`src/rtl/custom_subtractor44_19_seq.sv`:
```
// Multi-cycle chunked subtractor: Diff = A - zext(B), one CHUNK-bit slice per clock.
// Optional build macro SUB_SATURATE_EN clamps Diff to zero when the final borrow is set.
module custom_subtractor44_19_seq #(
    parameter int unsigned A_WIDTH = 44,
    parameter int unsigned B_WIDTH = 25,
    parameter int unsigned CHUNK   = 11
) (
    input  logic               clk,
    input  logic               rst,
    input  logic               in_valid,
    output logic               in_ready,
    input  logic [A_WIDTH-1:0] A,
    input  logic [B_WIDTH-1:0] B,
    output logic               out_valid,
    input  logic               out_ready,
    output logic [A_WIDTH-1:0] Diff,
    output logic               Borrow
);

    localparam int unsigned N    = A_WIDTH / CHUNK;
    localparam int unsigned IdxW = (N > 1) ? $clog2(N) : 1;

    typedef enum logic [1:0] {StIdle, StRun, StDone} state_e;

    state_e             state_q, state_d;
    logic [IdxW-1:0]    idx_q, idx_d;
    logic               bin_q, bin_d;
    logic [A_WIDTH-1:0] a_q, a_d;
    logic [A_WIDTH-1:0] bx_q, bx_d;
    logic [A_WIDTH-1:0] diff_q, diff_d;
    logic               borrow_q, borrow_d;

    logic [CHUNK-1:0]   a_sl, b_sl;
    logic [CHUNK:0]     sub;

    always_comb begin
        state_d  = state_q;
        idx_d    = idx_q;
        bin_d    = bin_q;
        a_d      = a_q;
        bx_d     = bx_q;
        diff_d   = diff_q;
        borrow_d = borrow_q;
        a_sl     = '0;
        b_sl     = '0;

        for (int k = 0; k < N; k++) begin
            if (idx_q == IdxW'(k)) begin
                a_sl = a_q[k*CHUNK +: CHUNK];
                b_sl = bx_q[k*CHUNK +: CHUNK];
            end
        end
        // Top bit of the (CHUNK+1)-bit difference is the slice borrow-out.
        sub = {1'b0, a_sl} - {1'b0, b_sl} - {{CHUNK{1'b0}}, bin_q};

        unique case (state_q)
            StIdle: begin
                if (in_valid) begin
                    a_d     = A;
                    bx_d    = A_WIDTH'(B);
                    idx_d   = '0;
                    bin_d   = 1'b0;
                    state_d = StRun;
                end
            end
            StRun: begin
                for (int k = 0; k < N; k++) begin
                    if (idx_q == IdxW'(k)) begin
                        diff_d[k*CHUNK +: CHUNK] = sub[CHUNK-1:0];
                    end
                end
                bin_d = sub[CHUNK];
                idx_d = idx_q + IdxW'(1);
                if (idx_q == IdxW'(N - 1)) begin
                    state_d  = StDone;
                    borrow_d = sub[CHUNK];
`ifdef SUB_SATURATE_EN
                    if (sub[CHUNK]) begin
                        diff_d = '0;
                    end
`endif
                end
            end
            StDone: begin
                if (out_ready) begin
                    state_d = StIdle;
                end
            end
            default: state_d = StIdle;
        endcase
    end

    always_ff @(posedge clk) begin
        if (rst) begin
            state_q  <= StIdle;
            idx_q    <= '0;
            bin_q    <= 1'b0;
            a_q      <= '0;
            bx_q     <= '0;
            diff_q   <= '0;
            borrow_q <= 1'b0;
        end else begin
            state_q  <= state_d;
            idx_q    <= idx_d;
            bin_q    <= bin_d;
            a_q      <= a_d;
            bx_q     <= bx_d;
            diff_q   <= diff_d;
            borrow_q <= borrow_d;
        end
    end

    assign in_ready  = (state_q == StIdle);
    assign out_valid = (state_q == StDone);
    assign Diff      = diff_q;
    assign Borrow    = borrow_q;

endmodule

```
`config.mk`:
```
export PLATFORM = sky130hd
export DESIGN_NAME = custom_subtractor44_19_seq
export DESIGN_NICKNAME = d
export VERILOG_FILES = /design/src/rtl/custom_subtractor44_19_seq.sv
export SDC_FILE = /design/constraint.sdc
export NUM_CORES = 1
export LEC_CHECK = 0
export ABC_AREA = 1
export CAP_MARGIN = 0
export CORE_MARGIN = 8
export CORE_UTILIZATION = 51
export DETAILED_ROUTE_END_ITERATION = 6
export GPL_ROUTABILITY_DRIVEN = 1
export HOLD_SLACK_MARGIN = 0.1
export PLACE_DENSITY = 0.8
export SYNTH_ARGS = -nofsm -noshare
export SYNTH_HDL_FRONTEND = slang
export SYNTH_SLANG_ARGS = --single-unit
export TNS_END_PERCENT = 30
```
`constraint.sdc`:
```
create_clock -name clk -period 4.2 [get_ports clk]
set_clock_uncertainty 0.15 [all_clocks]
set_input_delay 0.84 -clock clk [delete_from_list [all_inputs] [get_ports clk]]
set_output_delay 0.84 -clock clk [all_outputs]
set_load 0.01 [all_outputs]
```
Word-level counts from Yosys, hierarchy flattened
Cells that the tools add are included.
{ "classes": {"n_eq_ne": 8, "shifts": 0, "addsub": 3, "muxes": 16, "magnitude_cmp": 0, "n_mul": 0, "reduce_logical": 10, "bitwise": 0, "div_mod_pow": 0} }
{ "op_table": {"columns": ["cell", "n"], "rows": [
  ["11-bit two-way mux", 8],
  ["2-bit AND reduction", 6],
  ["11-bit by 11-bit subtractor with 12-bit output", 1],
  ["12-bit by 1-bit subtractor with 12-bit output", 1],
  ["2-bit two-way mux", 4],
  ["2-bit equality test, second input constant", 3],
  ["2-bit one-hot mux with 3 select lines", 1],
  ["2-bit by 1-bit equality test with 1-bit output, second input constant", 2],
  ["2-bit zero test", 2],
  ["2-bit inequality test, second input constant", 2],
  ["2-bit one-hot mux with 2 select lines", 1],
  ["3-bit AND reduction", 1],
  ["2-bit by 1-bit adder with 2-bit output, second input constant", 1],
  ["2-bit by 1-bit inequality test with 1-bit output, second input constant", 1],
  ["1-bit one-hot mux with 2 select lines", 1],
  ["2-bit nonzero test", 1],
  ["1-bit two-way mux", 1]
]} }
{ "word_totals": {"wordCells": 47, "mem_count": 0, "output_inout_bits": 47, "latch_bits": 0, "ff_bits": 119, "input_bits": 73, "ram_bits": 0, "rom_bits": 0} }

Depth between registers and ports, before layout
Gate-level depths: netlist (run 1).
{ "logic_depth": {"ltp_word": 8, "ltp_mapped": 23, "ltp_nobuf": 21} }

Worst setup path after synthesis (run 1)
No wires, ideal clock.
{ "synth_path": {"path_kind": "reg2reg", "start": "reg idx_q[0]", "end": "reg diff_q[6], in the netlist Diff[6]", "stages_incl_launch_ff": 19, "arrival_time_ns": 2.903, "required_time_ns": 3.941, "period_less_slack_ns": 3.161, "setup_slack_ns": 1.039, "n_path_buf": 1, "path_cell_list": "dfxtp_1 > inv_1 > ha_1 > nor2_1 > clkbuf_1 > o21ai_0 > o211a_1 > fa_1 > fa_1 > nand2_1 > nand2_1 > nand2_1 > nand2_1 > nand2_1 > nand2_1 > nand3_1 > nand3_1 > nand2_1 > inv_1"} }
{ "synth_via": {"elab_chain_cells": 7, "word_cells_on_any_way": 15, "cone_classes": "add/sub (2); eq/ne (3); mux (8); reduce/logical (2)"} }
{ "synth_rtl": {"columns": ["element", "line_no", "rtl"], "rows": [
  ["start: declaration", "26", "logic [IdxW-1:0] idx_q, idx_d;"],
  ["start signal: assignment", "104", "idx_q <= idx_d;"],
  ["2-bit zero test", "48, 68", null],
  ["11-bit two-way mux (4 in series)", "48", "if (idx_q == IdxW'(k)) begin"],
  ["11-bit by 11-bit subtractor with 12-bit output", "54", "sub = {1'b0, a_sl} - {1'b0, b_sl} - {{CHUNK{1'b0}}, bin_q};"],
  ["12-bit by 1-bit subtractor with 12-bit output", "54", null],
  ["end signal: assignment", "108", "diff_q <= diff_d;"],
  ["end: declaration", "30", "logic [A_WIDTH-1:0] diff_q, diff_d;"]
]} }
Several ways; a longest one is shown, not always the timed one.
A chain may end at the register's enable or synchronous reset.

Final worst setup path (run 1)
{ "layout_path": {"start": "reg idx_q[0]", "end": "reg diff_q[39], in the netlist Diff[39]"} }
{ "layout_via": {"elab_chain_cells": 7, "word_cells_on_any_way": 15, "cone_classes": "add/sub (2); eq/ne (3); mux (8); reduce/logical (2)"} }
{ "layout_rtl": {"columns": ["element", "line_no"], "rows": [
  ["2-bit zero test", "48"],
  ["11-bit two-way mux (4 in series)", "48"],
  ["11-bit by 11-bit subtractor with 12-bit output", "54"],
  ["12-bit by 1-bit subtractor with 12-bit output", "54"]
]} }
Several ways; a longest one is shown, not always the timed one.

==> results of run 1 <==
## per-layer routing
layer	up-vias	track usage
met5	-	0
met4	0	0.0757
met3	20	0.0605
met1	2426	0.270
li1	2701	-
met2	152	0.363
## final timing paths
kind	from	end	slack, ns	depth (start not counted)
worst max-delay path	idx_q[0]	Diff[39]	0.34	17
worst min-delay path	a_q[23]	a_q[23]	0.33	2
worst max register to register	idx_q[0]	Diff[39]	0.34	17
worst min register to register	a_q[23]	a_q[23]	0.33	2
## kinds of logic (layout without fill, tap and decap cells)
| kind of cell | Yosys count | in the layout | synth area share |
|---|---|---|---|
| compound gates | 200 | 200 | 0.211 |
| xor+xnor | 3 | 3 | 0.00603 |
| fa+ha+maj | 24 | 24 | 0.0562 |
| buf+inv | 126 | 247 | 0.0893 |
| flops | 119 | 119 | 0.425 |
| simple gates | 290 | 290 | 0.213 |
## registers in the layout (all words and copies together) (netlist names)
name     cells
Borrow       1
Diff        44
a_q         44
bin_q        1
bx_q        25
idx_q        2
state_q      2
## placed cells by master, fill, tap and decap left out, drive strengths merged, types with 2 or more instances in the layout
| cell type | count |
|---|---|
| o21a | 22 |
| nand2 | 75 |
| a21oi | 32 |
| ha | 22 |
| xor2 | 3 |
| buf | 12 |
| a21o | 2 |
| a211o | 3 |
| dfxtp | 119 |
| o21bai | 9 |
| nor2 | 166 |
| a22oi | 13 |
| clkdlybuf4s50 | 119 |
| clkbuf | 24 |
| clkinv | 3 |
| fa | 2 |
| o21ai | 108 |
| bufinv | 4 |
| nand4 | 2 |
| nor3 | 5 |
| o211ai | 4 |
| nand3 | 41 |
| o211a | 5 |
| inv | 84 |
## worst max-delay path, stage by stage, from the launching register on
cell	delay, ns
dfxtp_1	0.37
inv_1	0.11
ha_1	0.22
nor2_1	0.66
o21ai_0	0.23
o211a_1	0.29
fa_1	0.41
fa_1	0.42
nand2_1	0.11
nand2_1	0.05
nand2_1	0.13
nand2_1	0.07
nand2_1	0.06
nand2_1	0.06
nand3_1	0.17
nand3_1	0.10
nand2_1	0.10
inv_1	0.04
## through the flow
stage | setup slack [ns] | area, um^2 | cells | utilization | total power [W]
floorplan | 1.04 | 5610 | 762 | - | 0.00195
global placement | 0.502 | 6880 | 991 | 0.637 | 0.00225
detailed placement | 0.425 | 6880 | 991 | 0.637 | 0.00227
CTS | 0.416 | 7500 | 1023 | 0.695 | 0.00379
global route | 0.00262 | 7500 | 1023 | 0.695 | 0.00399
finish | 0.342 | 7500 | 1023 | 0.695 | 0.00379
## layout make-up
type	instances	area [um^2]
Timing Repair Buffer	131	1280
Tap cell	140	175
Fill cell	903	3290
Clock inverter	8	143
Clock buffer	24	480
Multi-Input combinational cell	517	2720
Inverter	84	315
Sequential cell	119	2380
## power by group
group | internal (W) | switching (W)
registers | 0.00121 | 0.0000508
logic | 0.000386 | 0.000608
clock network | 0.00102 | 0.000506
total | 0.00262 | 0.00117
==> flow_metrics.tcl, run 1 <==
set metrics [dict create \
    drt_first_iter_violations 324 \
    syn_inst 762 \
    drv_cap 0 \
    grt_first_pass_wirelength_mm 25.8 \
    wire_per_inst_um 15.3 \
    drc 0 \
    synth-seq-cells 119 \
    cts-root-buf "clkbuf_8" \
    p_leak_nw 3.36 \
    dp_hpwl_mm 11.8 \
    cts_max_level 4 \
    cts_hold_buf 0 \
    postRouteAntennaNets 0 \
    min-delay-path-class "flip-flop to flip-flop" \
    powerDensity_nw_per_um2 505 \
    io_pins 120 \
    clk_latency_ns 0.52 \
    die_height_um 121 \
    syn_area_um2 5610 \
    min_period_ns 3.86 \
    fmax_mhz 259 \
    post_cts_resize_count 0 \
    diodes 0 \
    synth_fp_nets 859 \
    cts.sinks 119 \
    timing.slew.headroom 0.355 \
    clk_path_buf_depth 2 \
    synth-edff-count 0 \
    fin_crit_sh 0.919 \
    initial_utilization 0.519 \
    top_layer "met4" \
    postSynthAreaPerCell_um2 7.36 \
    via_count 5299 \
    setup_viol 0 \
    report.final.hold_viol_count 0 \
    synthArstFlopShare 0 \
    portBuffers 119 \
    grt_remaining_overflow 0 \
    dieWidth_um 121 \
    numCtsBuffers 17 \
    cp_data_required_time_ns 4.47 \
    nNetsFinal 967 \
    rows 38 \
    drv_slew 0 \
    grt_pass1_vias 5241 \
    setup.worst_path.class "flip-flop to flip-flop" \
    core_um2 10800 \
    wl_met1_mm 7.20 \
    area_growth_pct 33.8 \
    synth_ff_type "dfxtp_1" \
    met2_length_mm 7.29 \
    yosysSeqAreaShare 0.425 \
    clk_pin_slew_ns 0.06 \
    ys_warn_count 0 \
    yosys.area.top_type "dfxtp_1" \
    worstPathMaxFanout 13 \
    dieArea_um2 14600 \
    grtUsageTotal 0.220 \
    cp.arrival_ns 4.13 \
    cts_tree "built" \
    rsz0062_at_grt "no" \
    gp_congestion 0.827 \
    antenna_found_initial 0 \
    viasPerCell 5.18 \
    synth_top_area_share 0.425 \
    whs_ns 0.330 \
    route.met3.wl_um 904 \
    grt_max_degree 72 \
    synth_most_common_cell "nor2_1" \
    dr.pass1.iters 5 \
    drive_above_1_share 0.0713 \
    wirelength_mm 15.7 \
    irDropWorstVdd_v 0.000235 \
    status "completed" \
    synth.area.top_cells "dfxtp_1 (42%), nor2_1 (11%), o21ai_0 (9.4%)" \
    synth_common_cells "nor2_1 (163), dfxtp_1 (119), o21ai_0 (105)" \
    fin_tns_setup_ns 0 \
    worst_pin_slew_ns 0.966 \
    worst_setup_path_end_kind "flip-flop" \
    yosysUniqueCellTypes 34 \
    cts_setup_buffers 0 \
    startpoint_type "flip-flop" \
]
Power figures use the tool's default switching activity.
==> run 2: changes to the inputs <==
--- a/config.mk
+++ b/config.mk
@@ -13,6 +13,7 @@
 export GPL_ROUTABILITY_DRIVEN = 1
 export HOLD_SLACK_MARGIN = 0.1
 export PLACE_DENSITY = 0.8
+export SKIP_CTS_REPAIR_TIMING = 1
 export SYNTH_ARGS = -nofsm -noshare
 export SYNTH_HDL_FRONTEND = slang
 export SYNTH_SLANG_ARGS = --single-unit
==> results of run 2 <==
Final layout, timing and power as in run 1 (identical DEF).
